## src/rtl/osc_tick_gen_pkg.sv

```systemverilog
// osc_tick_pkg: shared definitions for the oscillator tick generator.
//   DIV_W_DEF       default divisor width
//   DEFAULT_DIV_DEF default divisor loaded at reset
//   div_eff()       maps a divisor of 0 onto 1 (0 and 1 behave identically)
//   ch_w()          width of a channel index, never less than 1 bit
// Divisor widths up to 32 bits are supported by div_eff().
package osc_tick_pkg;

  localparam int DIV_W_DEF       = 16;
  localparam int DEFAULT_DIV_DEF = 128;

  // A zero divisor would otherwise never reach a boundary, so it is
  // treated as a divide-by-one.
  function automatic logic [31:0] div_eff(input logic [31:0] div);
    return (div == 32'd0) ? 32'd1 : div;
  endfunction

  // A single-channel build still needs a one-bit channel select.
  function automatic int ch_w(input int n);
    return (n <= 1) ? 1 : $clog2(n);
  endfunction

endpackage

```

## src/rtl/osc_tick_gen_if.sv

```systemverilog
// osc_tick_if: configuration and output bundle of osc_tick_gen.
//   ch_en   [NCH]   per-channel run enable
//   cfg_wr          one-cycle divisor write strobe
//   cfg_ch  [CH_W]  target channel of the write
//   cfg_div [DIV_W] new divisor
//   pend    [NCH]   divisor written but not yet applied
//   tick    [NCH]   one-cycle pulse per period
//   sq      [NCH]   divided square wave aligned to tick
// Modports: master drives configuration, slave is the generator.
interface osc_tick_if
  import osc_tick_pkg::*;
#(
  parameter int NCH   = 4,
  parameter int DIV_W = DIV_W_DEF
);

  localparam int CH_W = ch_w(NCH);

  logic [NCH-1:0]   ch_en;
  logic             cfg_wr;
  logic [CH_W-1:0]  cfg_ch;
  logic [DIV_W-1:0] cfg_div;
  logic [NCH-1:0]   pend;
  logic [NCH-1:0]   tick;
  logic [NCH-1:0]   sq;

  modport master (
    output ch_en, cfg_wr, cfg_ch, cfg_div,
    input  pend, tick, sq
  );

  modport slave (
    input  ch_en, cfg_wr, cfg_ch, cfg_div,
    output pend, tick, sq
  );

endinterface

```

## src/rtl/osc_tick_gen_chan.sv

```systemverilog
// osc_tick_chan: one divided clock-enable channel.
//   clk, rst_n  oscillator clock, synchronous active-low reset
//   en          run enable
//   wr, wr_div  divisor write into the shadow register
//   force_bnd   treat this edge as a period boundary (phase sync)
//   pend        shadow written but not yet applied
//   tick        one-cycle pulse at the start of each period
//   sq          high for the first floor(div/2) cycles of each period
module osc_tick_chan
  import osc_tick_pkg::*;
#(
  parameter int DIV_W       = DIV_W_DEF,
  parameter int DEFAULT_DIV = DEFAULT_DIV_DEF
) (
  input  logic             clk,
  input  logic             rst_n,
  input  logic             en,
  input  logic             wr,
  input  logic [DIV_W-1:0] wr_div,
  input  logic             force_bnd,
  output logic             pend,
  output logic             tick,
  output logic             sq
);

  typedef logic [DIV_W-1:0] div_t;

  localparam div_t RST_DIV = div_t'(DEFAULT_DIV);
  localparam div_t RST_CNT = div_t'(DEFAULT_DIV - 1);
  localparam div_t ONE     = div_t'(1);

  div_t div_reg;
  div_t shadow;
  div_t cnt;
  logic en_d;

  div_t next_div;
  div_t next_eff;
  div_t cur_eff;
  div_t shadow_eff;
  div_t cnt_dec;
  div_t sq_thr;
  logic bnd;

  // Next-period divisor selection and boundary detection. The edge on
  // which the enable is first seen only arms the counter (en_d low), so
  // the first tick lands a full period after enable; this also keeps a
  // divide-by-one channel from ticking on its very first enabled edge.
  // sq stays high while the count is at or above div - floor(div/2).
  always_comb begin
    next_div   = pend ? shadow : div_reg;
    next_eff   = div_t'(div_eff(32'(next_div)));
    cur_eff    = div_t'(div_eff(32'(div_reg)));
    shadow_eff = div_t'(div_eff(32'(shadow)));
    cnt_dec    = cnt - ONE;
    sq_thr     = cur_eff - (cur_eff >> 1);
    bnd        = en && (force_bnd || (en_d && (cnt == '0)));
  end

  // Channel state. A disabled channel continuously preloads a full period
  // from the shadow so re-enable never produces a partial period. A write
  // is placed last so it always wins over the pend clear of a boundary or
  // of the disabled state; a boundary on the write edge therefore still
  // uses the value it read before the write.
  always_ff @(posedge clk) begin
    if (!rst_n) begin
      div_reg <= RST_DIV;
      shadow  <= RST_DIV;
      cnt     <= RST_CNT;
      en_d    <= 1'b0;
      pend    <= 1'b0;
      tick    <= 1'b0;
      sq      <= 1'b0;
    end else begin
      en_d <= en;
      if (!en) begin
        div_reg <= shadow;
        cnt     <= shadow_eff - ONE;
        pend    <= 1'b0;
        tick    <= 1'b0;
        sq      <= 1'b0;
      end else if (bnd) begin
        div_reg <= next_div;
        cnt     <= next_eff - ONE;
        pend    <= 1'b0;
        tick    <= 1'b1;
        sq      <= (next_eff > ONE);
      end else begin
        tick <= 1'b0;
        if (en_d) begin
          cnt <= cnt_dec;
          sq  <= sq && (cnt_dec >= sq_thr);
        end
      end
      if (wr) begin
        shadow <= wr_div;
        pend   <= 1'b1;
      end
    end
  end

endmodule

```

## src/rtl/osc_tick_gen.sv

```systemverilog
// osc_tick_gen: NCH-channel programmable clock-enable generator on the
// oscillator clock. Each channel produces a tick pulse and square wave at
// clk / divisor; divisor changes apply only at period boundaries.
//   clk    oscillator clock
//   rst_n  synchronous active-low reset
//   sync   (OSC_TICK_SYNC_EN only) force a boundary on all enabled channels
//   bus    osc_tick_if.slave: ch_en, cfg_wr/cfg_ch/cfg_div, pend, tick, sq
// Build option: define OSC_TICK_SYNC_EN to add the sync input; without it
// every channel free-runs independently.
module osc_tick_gen
  import osc_tick_pkg::*;
#(
  parameter int NCH         = 4,
  parameter int DIV_W       = DIV_W_DEF,
  parameter int DEFAULT_DIV = DEFAULT_DIV_DEF
) (
  input  logic       clk,
  input  logic       rst_n,
`ifdef OSC_TICK_SYNC_EN
  input  logic       sync,
`endif
  osc_tick_if.slave  bus
);

  logic [NCH-1:0] wr_sel;
  logic [NCH-1:0] pend_v;
  logic [NCH-1:0] tick_v;
  logic [NCH-1:0] sq_v;
  logic           force_bnd;

  // Write decode: channel indices at or above NCH match nothing, so such
  // writes are silently dropped.
  always_comb begin
    wr_sel = '0;
    for (int i = 0; i < NCH; i++) begin
      wr_sel[i] = bus.cfg_wr && (int'(bus.cfg_ch) == i);
    end
  end

`ifdef OSC_TICK_SYNC_EN
  assign force_bnd = sync;
`else
  assign force_bnd = 1'b0;
`endif

  for (genvar g = 0; g < NCH; g++) begin : g_chan
    osc_tick_chan #(
      .DIV_W       (DIV_W),
      .DEFAULT_DIV (DEFAULT_DIV)
    ) u_chan (
      .clk       (clk),
      .rst_n     (rst_n),
      .en        (bus.ch_en[g]),
      .wr        (wr_sel[g]),
      .wr_div    (bus.cfg_div),
      .force_bnd (force_bnd),
      .pend      (pend_v[g]),
      .tick      (tick_v[g]),
      .sq        (sq_v[g])
    );
  end

  assign bus.pend = pend_v;
  assign bus.tick = tick_v;
  assign bus.sq   = sq_v;

endmodule

```

## src/flat_wrapper.sv

```systemverilog
// flat-port wrapper written by rule: the top's interface ports become plain ports
module osc_tick_gen_flat import osc_tick_pkg::*;
#(
  parameter int NCH         = 4,
  parameter int DIV_W       = DIV_W_DEF,
  parameter int DEFAULT_DIV = DEFAULT_DIV_DEF
)
  (clk, rst_n, bus_ch_en, bus_cfg_wr, bus_cfg_ch, bus_cfg_div, bus_pend, bus_tick, bus_sq);
  osc_tick_if #(.NCH(NCH), .DIV_W(DIV_W)) bus_i ();
  input  logic clk;
  input  logic rst_n;
  input wire logic [$bits(bus_i.ch_en)-1:0] bus_ch_en;
  input wire logic [$bits(bus_i.cfg_wr)-1:0] bus_cfg_wr;
  input wire logic [$bits(bus_i.cfg_ch)-1:0] bus_cfg_ch;
  input wire logic [$bits(bus_i.cfg_div)-1:0] bus_cfg_div;
  output wire logic [$bits(bus_i.pend)-1:0] bus_pend;
  output wire logic [$bits(bus_i.tick)-1:0] bus_tick;
  output wire logic [$bits(bus_i.sq)-1:0] bus_sq;
  assign bus_i.ch_en = bus_ch_en;
  assign bus_i.cfg_wr = bus_cfg_wr;
  assign bus_i.cfg_ch = bus_cfg_ch;
  assign bus_i.cfg_div = bus_cfg_div;
  assign bus_pend = bus_i.pend;
  assign bus_tick = bus_i.tick;
  assign bus_sq = bus_i.sq;
  osc_tick_gen #(.NCH(NCH), .DIV_W(DIV_W), .DEFAULT_DIV(DEFAULT_DIV)) u_core (.clk(clk), .rst_n(rst_n), .bus(bus_i));
endmodule
```

## config.mk

```make
export PLATFORM = sky130hd
export DESIGN_NAME = osc_tick_gen_flat
export DESIGN_NICKNAME = d
export VERILOG_FILES = /design/src/rtl/osc_tick_gen_pkg.sv /design/src/rtl/osc_tick_gen_if.sv /design/src/rtl/osc_tick_gen_chan.sv /design/src/rtl/osc_tick_gen.sv /design/src/flat_wrapper.sv
export SDC_FILE = /design/constraint.sdc
export NUM_CORES = 1
export LEC_CHECK = 0
export CAP_MARGIN = 40
export CORE_ASPECT_RATIO = 0.7
export CORE_MARGIN = 1
export CORE_UTILIZATION = 49
export DETAILED_ROUTE_END_ITERATION = 12
export PLACE_DENSITY_LB_ADDON = 0.25
export REMOVE_ABC_BUFFERS = 1
export SYNTH_ARGS = -nofsm -noshare
export SYNTH_HDL_FRONTEND = slang
export SYNTH_SLANG_ARGS = --single-unit
```

## constraint.sdc

```tcl
create_clock -name clk -period 5.27 [get_ports clk]
set_clock_uncertainty 0.1 [all_clocks]
set_input_delay 1.054 -clock clk [delete_from_list [all_inputs] [get_ports clk]]
set_output_delay 1.054 -clock clk [all_outputs]
set_load 0.05 [all_outputs]
```

==> impl.org, run 1 <==
** STA
- Setup repair after global routing left no endpoint under its margin.
- For the pin with the worst max-slew slack, the measured transition is 0.970 ns.
- In the final timing run, aggregate negative setup slack is 0 ns.
- Hold Vio Cnt, Final :: 0
- Final setup violating endpoints :: 0
- The final critical path takes up 90.0% of the cycle.
- Minimum clock period :: 4.74 ns
- Tightest hold margin :: 0.355 ns
- Maximum achievable frequency :: 0.211 GHz
- Max-Slew Margin vs Limit :: 34.9%
- Number of max-slew violations in the final report :: 0

** Synth
- Share of the synthesized netlist area taken by xor and xnor gates :: 9.58%
- Among all flip-flop cells after synthesis, the most frequent one is dfxtp_1.
- Count of warnings emitted by yosys :: 0
- Post-synthesis adder-cell area fraction :: 12.0%
- Post-Syn Instances :: 2,410
- Each instance of the synthesized netlist takes up on average 7.36 µm².
- Of all flip-flops after synthesis, the portion carrying an async set or reset was 0%.
- Compound-Gate Fraction of Synth Area :: 19.1%
- Share of synthesized area occupied by flip-flops and latches :: 23.5%
- The synthesized design contains 208 register bits.
- Unique cell type count in the Yosys netlist :: 81
- Of the total synthesized cell area, the portion taken by AND, OR, NAND and NOR gates is 24.9%.
- Portion of netlist area occupied by mux cells :: 4.85%
- Count of flip-flops with a built-in enable after synthesis :: 0
- By area, the combinational part of the netlist is dominated by simple AND/OR/NAND/NOR gates.
- Post-synth design cell area :: 0.0177 mm²

** Drt
- Vias after detailed routing :: 17.1k
- Detailed routing placed a total of 4060 µm of wire on met3.
- After detailed routing, the wire length on met1 is 25,400 µm.
- Detailed routing placed a total of 21,800 µm of wire on met2.
- The highest layer touched by signal routing is met4.
- Average wire per cell in the routed design :: 18.5 µm
- Number of iterations in the first detailed-routing pass :: 6
- After the first detailed-routing iteration, the DRC count stood at 1,822.
- Antenna Nets Post-Route :: 0
- Wirelength, routed :: 52,400 µm
- After detailed routing, the number of remaining DRC violations is 0.
- Vias/cell :: 6.01

** Power and ir drop
- Internal power :: 3.02 mW
- Of the total power, registers draw 39.2%.
- Switching power share of the total :: 32.2%
- The clock network accounts for 37.1% of the total power.
- Summed over all cells, the static leakage comes to 7.27 nW.
- Power density of the placed cells :: 234 mW/mm²
- The analysis attributes to net switching a power of 1.44 mW.
- Across the VDD grid, the largest voltage drop is 0.201 mV.
- Combinational power share :: 23.7%
- After layout, the design draws a total of 4.46 mW.

** Placed design
- During placement, the flow inserted port buffers numbering 36.
- Final HPWL from detailed placement :: 39,800 µm
- At the end of routability-driven placement, the weighted congestion stood at 0.943.

** Clock network
- TritonCTS built the clock tree.
- Sink count of the clock tree :: 208
- After clock tree synthesis, the clock-pin slew on the worst setup and hold paths is 0.07 ns.
- Clock latency reported for the late side of the worst-skew pair :: 0.53 ns
- In this run the clock root is driven by a clkbuf_16.
- CTS H-Tree Depth :: 1
- The longest clock path from root to sink contains 3 buffers.
- Inserted Clock Buffers :: 22
- Post-CTS setup buffer count :: 0

** GRT
- The initial antenna violation count was 0.
- Across every metal layer, demand over resource in global routing totals 28.0%.
- Sum of overflow across all layers after global routing :: 0
- Entering global routing, the biggest net connects 73 pins.
- The first global-routing pass estimated 84,200 µm of wire.
- The via count of the first global-routing pass came to 15.6k.

** Floorplan
- Starting density of the core :: 50.4%
- I/O pin total :: 37
- Area of the die :: 0.0370 mm²
- The die is 229 µm wide.
- In this run the vertical extent of the chip is 161 µm.
- Placeable Area :: 0.0352 mm²
- Total number of placement rows :: 57

** Layout
- Final net count :: 2,544
- Inserted Diodes :: 0
- Of the cells placed in the final design, the portion with a size suffix greater than 1 is 4.52%.
- Relative to the synthesized area, the layout overhead comes to 7.37%.

** Critical path
- Most repeated library cell on the critical path :: o21ai_0
- Cells along the critical path :: inv_1 -> ha_1 -> nand4_1 -> nor2_2 -> nand3_1 -> nand2_1 -> inv_1 -> fa_1 -> o21bai_1 -> a21oi_1 -> o21ai_0 -> and3_1 -> o21ai_0 -> o21bai_1 -> a21oi_1 -> xnor2_1 -> ha_1 -> a21o_1 -> a211oi_1 -> o21ai_0 -> a41oi_1 -> o21ai_0
- For this design, the slowest cell found on the critical path is fa_1.
- Data on the critical path arrives at its endpoint at 5.03 ns.
- The worst setup path is captured at a flip-flop.
- STA classifies the critical path startpoint as a flip-flop.
- Of all nets on the critical path, the largest fanout is 7.
- Required time reported for the critical path endpoint :: 5.56 ns
- The critical path is of the flip-flop to flip-flop type.
- Crit path largest cell delay :: 0.46 ns

** Hold path
- Worst hold path class :: flip-flop to flip-flop

** Outcome
- Result of the run :: completed

** Job
- Across the run, the number of max-cap violations was 0.
## metal layers
metal	global-route usage, %	up-vias
li1	-	8329
met5	0	-
met1	41.7	7984
met2	41.5	662
met3	4.86	76
met4	6.27	0
## area by class of cell
class	instances	area, µm²
fill	3322	16100
multi-input combinational	1941	12500
sequential	208	4160
clock buffer	30	642
timing repair buffer	67	596
tap	472	591
inverter	111	419
clock inverter	10	106
## worst paths after layout
check | start | end | slack (ns) | depth (start not counted)
worst min register to register | u_core.g_chan[0].u_chan.div_reg[13] | u_core.g_chan[0].u_chan.div_reg[13] | 0.35 | 2
worst max register to register | u_core.g_chan[0].u_chan.div_reg[15] | u_core.g_chan[0].u_chan.sq | 0.53 | 22
worst min-delay path | u_core.g_chan[0].u_chan.div_reg[13] | u_core.g_chan[0].u_chan.div_reg[13] | 0.35 | 2
worst max-delay path | u_core.g_chan[0].u_chan.div_reg[15] | u_core.g_chan[0].u_chan.sq | 0.53 | 22
## Yosys cell counts, types with 36 or more instances
library cell | n | area, µm²
o21ai_0 | 113 | 566
nor2_1 | 203 | 762
inv_1 | 109 | 409
clkbuf_1 | 108 | 405
nand2b_1 | 36 | 225
nor3_1 | 82 | 410
xor2_1 | 87 | 762
nand3_1 | 53 | 265
a31oi_1 | 40 | 250
ha_1 | 164 | 2050
nand2_1 | 389 | 1460
a21oi_1 | 192 | 961
mux2i_1 | 78 | 781
xnor2_1 | 107 | 937
dfxtp_1 | 208 | 4160
o211ai_1 | 37 | 278
## cells by family (layout without fill, tap and decap cells)
logic type                 count (synthesis)  count (layout)
and+or+nand+nor                          946             946
AOI/OAI and AO/OA                        548             548
buffers and inverters                    261             218
DFF                                      208             208
xor gates and xnor gates                 194             194
adders and majority gates                168             168
muxes                                     85              85
## what timing repair did
| action | 4_1_cts | 5_1_grt |
|---|---|---|
| resized for setup | 0 | 3 |
| hold buffers | 0 | 0 |
| endpoints found under the setup margin | 0 | 2 |
## per-stage QoR
stage / instances / cell area [µm²] / util (%) / setup slack [ns]
global placement: 2796 / 18200 / 51.9 / 0.689
finish: 2839 / 19000 / 54.2 / 0.529
detailed placement: 2799 / 18300 / 52.0 / 0.489
floorplan: 2260 / 17100 / - / 1.07
global route: 2839 / 19000 / 54.2 / 0.0522
CTS: 2839 / 19000 / 54.1 / 0.453
## power by group through the flow
| stage | Clock [mW] | Sequential (mW) | Combinational [mW] |
|---|---|---|---|
| floorplan | 0 | 1.76 | 0.732 |
| CTS | 1.68 | 1.74 | 1.04 |
| global route | 1.75 | 1.75 | 1.19 |
| global placement | 0 | 1.77 | 1.01 |
| finish | 1.65 | 1.75 | 1.06 |
| detailed placement | 0 | 1.78 | 1.03 |
## worst max-delay path, delay by kind of cell (launching register included)
family,cells,cell delay [ns]
AO/OA/AOI/OAI,11,1.97
adder cells (fa/ha/maj),3,0.94
AND/OR/NAND/NOR,5,0.93
flip-flops,1,0.34
buffers and inverters,2,0.16
XOR/XNOR,1,0.13
## placed cells by master, fill, tap and decap left out, drive strengths merged, types with 13 or more instances in the layout
master / instances
a211oi: 17
a21oi: 192
a31oi: 40
and2: 22
buf: 32
clkbuf: 30
clkdlybuf4s50: 35
dfxtp: 208
ha: 164
inv: 110
mux2i: 78
nand2: 389
nand2b: 36
nand3: 54
nand4: 13
nor2: 203
nor2b: 25
nor3: 82
nor3b: 24
nor4: 34
o211ai: 37
o21ai: 117
o21bai: 23
o31ai: 15
or3: 17
xnor2: 107
xor2: 87
Note: power is estimated with default switching activity, not from simulation.
==> run 2: changes to the inputs <==
Settings changed: SYNTH_HIERARCHICAL from default to 1.
Clock period 5.27 ns to 4.32 ns, I/O delays scaled along.
==> impl.org, run 2 <==
** Floorplan
- I/O pin total :: 37
- Height of the die :: 166 µm
- Total number of placement rows :: 59
- The core region is 0.0375 mm².
- Die Span X :: 236 µm
- Starting density of the core :: 50.2%
- Area of the die :: 0.0392 mm²

** Power and ir drop
- Per report_power, the combinational group accounts for 31.2% of the total.
- Across the VDD grid, the largest voltage drop is 0.258 mV.
- NetSw :: 2.04 mW
- The clock network accounts for 33.5% of the total power.
- Leakage :: 8.79 nW
- For this design the ratio of total power to cell area is 267 mW/mm².
- Net switching is 33.5% of the power.
- Internal power :: 4.04 mW
- Sequential share of power :: 35.3%

** Clock network
- TritonCTS built the clock tree.
- CTS clk-pin slew, worst paths :: 0.07 ns
- Clock tree synthesis selected as its root buffer the cell clkbuf_16.
- Number of buffers inserted for hold repair after clock tree synthesis :: 0
- CTS max path bufs :: 3
- Sink count of the clock tree :: 208
- Inserted Clock Buffers :: 23
- CTS built an H-tree with a depth of 1.
- Clock latency reported for the late side of the worst-skew pair :: 0.53 ns

** Critical path
- STA classifies the critical path startpoint as a flip-flop.
- Data on the critical path is required at its endpoint by 4.60 ns.
- Of all nets on the critical path, the largest fanout is 5.
- Setup Crit Path Kind :: flip-flop to flip-flop
- Data on the critical path arrives at its endpoint at 4.72 ns.
- Kind of end point of the critical path :: flip-flop

** GRT
- The initial antenna violation count came to 1.
- Pin count of the biggest net entering global routing :: 67
- Met3 track demand over resource :: 5.87%
- Gr busiest metal :: met2
- Global routing consumed, over all layers together, 29.5% of the routing resources.
- Global-route met1 utilization :: 43.6%
- Sum of overflow across all layers after global routing :: 0
- Met2 track demand over resource in global routing :: 44.4%
- First-pass GRT wire length :: 94,600 µm
- Via count of the first global-routing pass :: 17.3k

** Synth
- Share of synthesized area occupied by flip-flops and latches :: 22.1%
- Yosys instantiated no cell more often than nand2_1.
- Async set or reset register ratio after synthesis :: 0%
- Commonest cells post-synth :: nand2_1 (225), dfxtp_1 (208), ha_1 (164), mux2i_1 (152), nor2_1 (145)
- In this run, synthesis produced a sequential element count of 208.
- Biggest area consumer among synthesized cells :: dfxtp_1
- Counting distinct cell types in the post-synthesis netlist gives 92.
- Summed over its instances, the top area cell type makes up 22.1% of the synthesized netlist area.
- In this run, synthesis inferred 0 flip-flops with an integrated enable.
- Most used DFF post-synth :: dfxtp_1
- Cell types with the largest area share after synthesis :: dfxtp_1 (22%), ha_1 (11%), mux2i_1 (8.1%)
- The synthesized netlist occupies a cell area of 0.0188 mm².
- The average instance in the mapped netlist occupies 7.90 µm².
- Count of warnings emitted by yosys :: 6
- Post-Syn Instances :: 2,383

** STA
- Measured against its own limit, the worst slew margin works out to 41.1%.
- For the pin with the worst max-slew slack, the measured transition is 0.876 ns.
- Timing would allow up to 0.225 GHz.
- For the finished layout, the period the worst path requires is 4.44 ns.
- Setup violations remaining at the end of the flow were counted as 2.
- Setup slack on the critical path of the routed design comes to -0.119 ns.
- The total count of hold-check failures in the final report was 0.
- Setup total negative slack :: -0.138 ns
- Tightest hold margin :: 0.405 ns
- Part of the cycle the worst path needs :: 103%
- Number of max-slew violations in the final report :: 0
- RSZ-0062 raised after global routing :: yes

** Drt
- Wirelength, routed :: 60,300 µm
- Vias/cell :: 6.04
- In the final routed layout, each cell accounts on average for 19.7 µm.
- Antenna Nets Post-Route :: 0
- The first routing iteration left 1,635 violations.
- For this run, the detailed router's first-pass iteration total came to 6.
- In the routed design, unresolved DRC markers number 0.
- Vias after detailed routing :: 18.5k

** Layout
- Growth of design area from synthesis to finish :: 20.8%
- Cells fill 60.7% of the core in the end.
- Share of final-layout standard cells stronger than drive strength 1 :: 18.8%
- Final net count :: 2,752
- The top cell types in the final layout, fill and taps aside, are nand2_1 (216), buf_4 (214), dfxtp_1 (193), mux2i_1 (152), nor2_1 (142).
- Most common library cell in the layout ignoring fill and taps :: nand2_1

** Placed design
- Port Buf Inserts :: 36
- The wire-length estimate of the detail-placed layout is 45,400 µm.
- Routability-driven placement finished with a final weighted congestion of 0.963.

** Hold path
- The worst hold path belongs to the class flip-flop to flip-flop.

** Job
- Maxcap violations :: 0

** Outcome
- Violations in the final reports :: negative setup slack
- Result of the run :: complete, but fails checks
-- run 2: power by group through the flow --
stage          sequential (mW)  combinational, mW  clock [mW]
3_5_place_dp              2.18               1.66           0
5_1_grt                   2.16               2.06        2.12
4_1_cts                   2.14               1.75        2.05
3_3_place_gp              2.18               1.61           0
2_1_floorplan             2.17               1.09           0
6_report                  2.14               1.90        2.04
-- run 2: layout make-up --
cell class	instances	area [µm²]
tap	488	611
sequential	208	4180
clock buffer	32	659
fill	3334	14800
clock inverter	7	91.3
timing repair buffer	264	2220
antenna	1	2.50
inverter	139	522
multi-input combinational	1923	14500
-- run 2: final timing paths --
kind	startpoint	endpoint	slack [ns]	depth (start not counted)
hold reg to reg	u_core/g_chan[2].u_chan/sq	u_core/g_chan[2].u_chan/sq	0.41	2
hold / removal	u_core/g_chan[2].u_chan/sq	u_core/g_chan[2].u_chan/sq	0.41	2
setup / recovery	u_core/g_chan[0].u_chan/div_reg[3]	u_core/g_chan[0].u_chan/sq	-0.12	19
setup reg to reg	u_core/g_chan[0].u_chan/div_reg[3]	u_core/g_chan[0].u_chan/sq	-0.12	19
-- run 2: per-layer routing --
metal,vias to the layer above,share of wire [%]
li1,8916,-
met1,8787,47
met2,709,43
met3,73,8.4
met4,0,1.4
met5,-,0
-- run 2: through the flow --
| step | total power, mW | cell area, µm² | instances | worst slack (ns) |
|---|---|---|---|---|
| 2_1_floorplan | 3.26 | 18300 | 2270 | -0.281 |
| 3_3_place_gp | 3.78 | 20700 | 2981 | -0.357 |
| 3_5_place_dp | 3.84 | 20800 | 2984 | -0.546 |
| 4_1_cts | 5.94 | 22100 | 3040 | -0.00893 |
| 5_1_grt | 6.34 | 22700 | 3062 | -0.258 |
| 6_report | 6.08 | 22700 | 3062 | -0.119 |
-- run 2: kinds of logic after synthesis --
logic type | synth area share [%]
buffers and inverters | 5.86
AOI/OAI and AO/OA | 19.4
adders and majority gates | 11.3
muxes | 8.20
other | 0.0199
xor gates and xnor gates | 8.09
DFF | 22.1
and+or+nand+nor | 25.0
-- run 2: worst max-delay path, stage by stage (launching register included) --
cell and delay [ns]:
dfxtp_2 0.32, inv_2 0.07, ha_4 0.14, nand4_1 0.13, or4_4 0.56, and2_4 0.17
ha_4 0.24, o21ba_4 0.18, o21a_1 0.20, a2111oi_4 0.45, o31ai_2 0.13, a21oi_1 0.17
xnor2_1 0.11, ha_1 0.35, a21oi_2 0.16, o21ai_1 0.08, or3_1 0.33, a41o_1 0.22
o211ai_1 0.09, a21oi_1 0.09
-- run 2: repair_timing --
item,CTS,global route
gates cloned,0,2
pin swaps,58,99
buffers inserted,17,20
resized for setup,102,114
setup endpoints to repair,4,5
